[src/rtl/param_ram_pkg.sv]
// Shared defaults and the depth helper for the param_ram register-file RAM.
package param_ram_pkg;

    localparam int DEFAULT_BIT_WIDTH = 4;
    localparam int DEFAULT_SEL_WIDTH = 4;

    // Number of words addressed by a sel_width-bit address.
    function automatic int depth(input int sel_width);
        return 1 << sel_width;
    endfunction

endpackage

[src/rtl/param_ram_word.sv]
// One BIT_WIDTH-bit storage word: rising-edge write when load is high, async active-low clear.
module param_ram_word #(
    parameter int BIT_WIDTH = 4
) (
    input  logic [BIT_WIDTH-1:0] data,
    input  logic                 load,
    input  logic                 clock,
    input  logic                 reset,
    output logic [BIT_WIDTH-1:0] q
);

    always_ff @(posedge clock or negedge reset) begin
        if (!reset) begin
            q <= '0;
        end else if (load) begin
            q <= data;
        end
    end

endmodule

[src/rtl/param_ram.sv]
// Register-file RAM of 2**SEL_WIDTH words with all words exposed on out[].
// Optional macro PARAM_RAM_RDPORT_EN adds a combinational rd_data = word[address].
module param_ram
    import param_ram_pkg::*;
#(
    parameter int BIT_WIDTH = DEFAULT_BIT_WIDTH,
    parameter int SEL_WIDTH = DEFAULT_SEL_WIDTH
) (
    output logic [BIT_WIDTH-1:0] out [2**SEL_WIDTH-1:0],
    input  logic [BIT_WIDTH-1:0] in,
    input  logic [SEL_WIDTH-1:0] address,
    input  logic                 load,
    input  logic                 clock,
    input  logic                 reset
`ifdef PARAM_RAM_RDPORT_EN
    ,
    output logic [BIT_WIDTH-1:0] rd_data
`endif
);

    localparam int DEPTH = depth(SEL_WIDTH);

    // Each word sees the shared data bus; only the addressed word gets its load.
    for (genvar k = 0; k < DEPTH; k++) begin : g_word
        logic word_load;

        assign word_load = load && (address == SEL_WIDTH'(k));

        param_ram_word #(
            .BIT_WIDTH(BIT_WIDTH)
        ) u_word (
            .data (in),
            .load (word_load),
            .clock(clock),
            .reset(reset),
            .q    (out[k])
        );
    end

`ifdef PARAM_RAM_RDPORT_EN
    assign rd_data = out[address];
`endif

endmodule

[config.mk]
export PLATFORM = sky130hd
export DESIGN_NAME = param_ram
export DESIGN_NICKNAME = d
export VERILOG_FILES = /design/src/rtl/param_ram_pkg.sv /design/src/rtl/param_ram_word.sv /design/src/rtl/param_ram.sv
export SDC_FILE = /design/constraint.sdc
export NUM_CORES = 1
export LEC_CHECK = 0
export ABC_AREA = 1
export CAP_MARGIN = 40
export CORE_AREA = 2 2 65 114
export CTS_CLUSTER_DIAMETER = 80
export DETAILED_ROUTE_END_ITERATION = 8
export DIE_AREA = 0 0 67 116
export GPL_ROUTABILITY_DRIVEN = 0
export PLACE_DENSITY_LB_ADDON = 0.1
export SETUP_SLACK_MARGIN = 0.02
export SYNTH_ARGS = -nofsm -noshare
export SYNTH_HDL_FRONTEND = slang
export SYNTH_SLANG_ARGS = --single-unit
[constraint.sdc]
create_clock -name clock -period 1 [get_ports clock]
set_clock_uncertainty 0.1 [all_clocks]
set_input_delay 0.1 -clock clock [delete_from_list [all_inputs] [get_ports clock]]
set_output_delay 0.1 -clock clock [all_outputs]
set_load 0.03 [all_outputs]
* After elaboration in Yosys (flattened, before gate mapping)
Cells that the tools add are included.
Word-level totals: register bits after elaboration 64, output and inout bits 64, logic and storage cells 48
Cells by class: eq/ne operators 15, reductions and logical operators 17
Operators with widths (count):
- $eq A4 B4 Y1 const B | 8
- $eq A4 B3 Y1 const B | 4
- $logic_and A1 B1 Y1 | 16
- $eq A4 B2 Y1 const B | 2
- $eq A4 B1 Y1 const B | 1
- $logic_not A4 Y1 | 1

* Depth between registers and ports, before layout
depth after elaboration 2, depth in mapped cells 6, mapped depth without buffers 5

* Modules after synthesis
From an unflattened synthesis, not the netlist that was laid out.
Unflattened totals: cells, all modules 304, area total of the unflattened synthesis 2508.7 um^2
Modules (own cells, without submodules):
- param_ram_word | times used 16, seq. area each 100.1 um^2, area an instance 148.9 um^2, cells an instance 17
- param_ram | times used 1, seq. area each 0.0 um^2, area an instance 126.4 um^2, cells an instance 32

* Worst setup path before layout
OpenSTA, ideal clock, no wires.
path type input port to flip-flop, start point input load, end point register g_word[3].u_word.q[0], data required time 0.782 ns, setup slack 0.058 ns, library setup time 0.118 ns, arrival 0.724 ns, cell stages on the path 6, cells stage by stage buf_2 -> inv_1 -> nor2_4 -> nand2_1 -> nand2_1 -> nand2_1
Between the ends: cells in the longest elaborated chain, start to end 1
Ends and longest elaborated chain:
- start: declaration | line param_ram.sv:12 | input logic load,
- $logic_and A1 B1 Y1 | line param_ram.sv:27 | assign word_load = load && (address == SEL_WIDTH'(k));
- end signal: assignment | line param_ram_word.sv:16 | q <= data;
- end: declaration | line param_ram_word.sv:9 | output logic [BIT_WIDTH-1:0] q
No other way between the ends. A chain may end at the register's enable or synchronous reset.

* Worst setup path after layout
start point register g_word[14].u_word.q[0], end point output out[56] in the netlist's numbering
RTL lines:
- start: declaration | line param_ram_word.sv:9
- start signal: assignment | line param_ram_word.sv:16
- end: declaration | line param_ram.sv:9 | output logic [BIT_WIDTH-1:0] out [2**SEL_WIDTH-1:0],
No word-level cell between the ends.

==> metrics.yaml <==
cells_and_area:
  nets: 478
  antenna_cells: 0
  largest_register_ffs: 64
  final_layout_size_suffix_gt1_frac: 0.369
  reg_top3: "g_word.u_word.q x64"
  regMostFlops: "g_word.u_word.q"
  area_delta_synth_final_pct: 64.0
yosys:
  yosysSeqAreaShare: 0.597
  postSynthCellCount: 327
  syn_avg_cell_area_sq_um: 8.20
  synthArstFlopShare: 1.00
  netlist_area_sq_um: 2680
  synth.area.top_cells: "dfrtp_1, nand2_1, nand3_1, nor2_1, inv_1"
  yosysMostFrequentCell: "nand2_1"
  synth_top_cell_area_share: 0.597
  netlist.top_cell.by_area: "dfrtp_1"
  synth_nets: 338
  dominantRegCellSynth: "dfrtp_1"
  ys_warn_count: 0
  synth-seq-cells: 64
  synth-edff-count: 0
  netlist-cell-type-count: 12
  yosys-top-cells-count: "nand2_1, dfrtp_1, nor2_1, inv_1, nand3_1"
clocking:
  cts_tree: "built"
  h-tree-depth: 3
  clockBufferDepth: 2
  clkTransAtPathRegs_ps: 50
  cts_buffers: 9
  cts_sinks: 64
  clk_latency_ps: 320
  cts_root_buffer: "clkbuf_16"
timing:
  slew_viol_final: 0
  post-route-period-util: 1.10
  layout_setup_ws_ps: -95.1
  timing.fmax_ghz: 0.913
  maxSlewHeadroom: 0.771
  finalHoldViolCount: 0
  finalSetupViolations: 64
  tightest_slew_ps: 343
  rsz0062_at_grt: "yes"
  period_needed_ps: 1100
  holdWs_ps: 163
drt:
  wirelength_microns: 7430
  firstDrtPassIters: 4
  vias: 2586
  routed_via_density: 4.68
  drc_errors: 0
  wire_per_inst_microns: 13.4
  drtAntennaViolNets: 0
  drtIter0Drc: 98
critical_path:
  crit_fanout: 2
  crit_path_top_delay_cell: "dfrtp_1"
  worstSetupPathType: "reg -> out"
  cp_num_buf_inv: 1
  cp-start-kind: "register"
  crit_required_ps: 800
  end_kind: "output pin"
  crit_chain: "buf_6"
  path_delay_family: "flip-flops"
  critPathMaxStageDelay_ps: 420
  arrival_ps: 900
global_routing:
  grt_max_degree: 65
  track_usage: 0.212
  antenna_found_initial: 0
  grt_pass1_vias: 2658
  gr-total-overflow: 0
  grt_pass1_wl_microns: 12300
floorplan:
  io_pins: 75
  core-area_sq_um: 6810
  die_height_microns: 116
  rows: 40
  die_w_microns: 67
  start_util: 0.394
  dieArea_sq_um: 7770
placement:
  port_buffers: 74
  dp_slack_ps: -655
  place_hpwl_microns: 5260
pwr:
  ir_worst_vdd_v: 0.00143
  p_total_mw: 9.96
  power_density_nw_per_um2: 2260
  p_leak_nw: 2.37
hold_path:
  holdCritPathClass: "in -> reg"
status:
  violations: "setup timing"
  status: "finished with violations"
job:
  drv_cap: 0
-- stage by stage --
| step | utilization | std cells | cell area (sq um) | TNS [ps] |
|---|---|---|---|---|
| 6_report | 0.646 | 553 | 4400 | -3340 |
| 5_1_grt | 0.646 | 553 | 4400 | -4880 |
| 4_1_cts | 0.629 | 541 | 4280 | -3890 |
| 3_5_place_dp | 0.527 | 507 | 3590 | -34930 |
| 3_3_place_gp | 0.527 | 507 | 3590 | -34460 |
| 2_1_floorplan | - | 327 | 2680 | 0 |
-- where the power goes --
group	switching [mW]	internal, mW
combinational	1.91	1.72
sequential	0.427	3.14
clock	0.994	1.76
total	3.33	6.62
-- final cells by class --
cell class / instances / area, sq um
clock buffers: 12 / 256
clock inverters: 1 / 5.00
fillers: 601 / 2410
inverters: 16 / 60.1
multi-input cells: 235 / 1030
flip-flops and latches: 64 / 1600
well taps: 84 / 105
repair buffers: 141 / 1340
-- repair_timing --
item	in CTS	in global routing
hold buffers	1	0
buffers inserted	20	13
gates cloned	0	0
endpoints found under the hold margin	64	0
pin swaps	0	4
gates resized for setup	84	22
setup endpoints to repair	128	125
-- worst paths after layout --
kind                                         from                endpoint  slack (ps)  cells after the start
max                        g_word[14].u_word.q[0]                 out[56]        -100                      1
min                                    address[1]   g_word[2].u_word.q[0]         160                      5
max reg2reg                 g_word[3].u_word.q[0]   g_word[3].u_word.q[0]          50                      4
min reg2reg                g_word[12].u_word.q[1]  g_word[12].u_word.q[1]         400                      2
max in group asynchronous                   reset   g_word[7].u_word.q[2]         290                      3
min in group asynchronous                   reset   g_word[6].u_word.q[0]         220                      3
-- logic make-up (layout without fill, tap and decap cells) --
kind of cell	count (synthesis)	after routing	synth area share
buf+inv	28	170	0.0420
flops	64	64	0.597
compound gates	8	8	0.0224
simple gates	227	227	0.338
-- routing by layer --
metal / vias to the layer above / global-route usage / share of wire
li1: 1283 / - / -
met1: 1235 / 0.244 / 0.39
met2: 58 / 0.371 / 0.55
met3: 10 / 0.0553 / 0.046
met4: 0 / 0.0762 / 0.017
met5: - / 0 / 0
-- layout by cell type (no fill, tap or decap) --
cell | synthesis | final
nand2_1 | 184 | 180
buf_6 | 0 | 68
dfrtp_1 | 64 | 64
buf_4 | 1 | 60
inv_1 | 16 | 11
nand3_1 | 16 | 10
nor2_1 | 17 | 9
clkbuf_16 | 0 | 9
nor2_2 | 0 | 8
nand4_1 | 8 | 8
o21bai_1 | 8 | 8
nand3_2 | 0 | 6
inv_2 | 0 | 5
nand2_2 | 0 | 4
clkbuf_2 | 0 | 4
clkdlybuf4s50_1 | 0 | 4
nor2_4 | 2 | 2
clkbuf_8 | 0 | 2
buf_12 | 0 | 2
clkinv_2 | 0 | 1
clkbuf_1 | 4 | 1
dlygate4sd3_1 | 0 | 1
clkdlybuf4s15_2 | 0 | 1
buf_2 | 3 | 1
No activity file was read; power rests on OpenSTA's default activity.
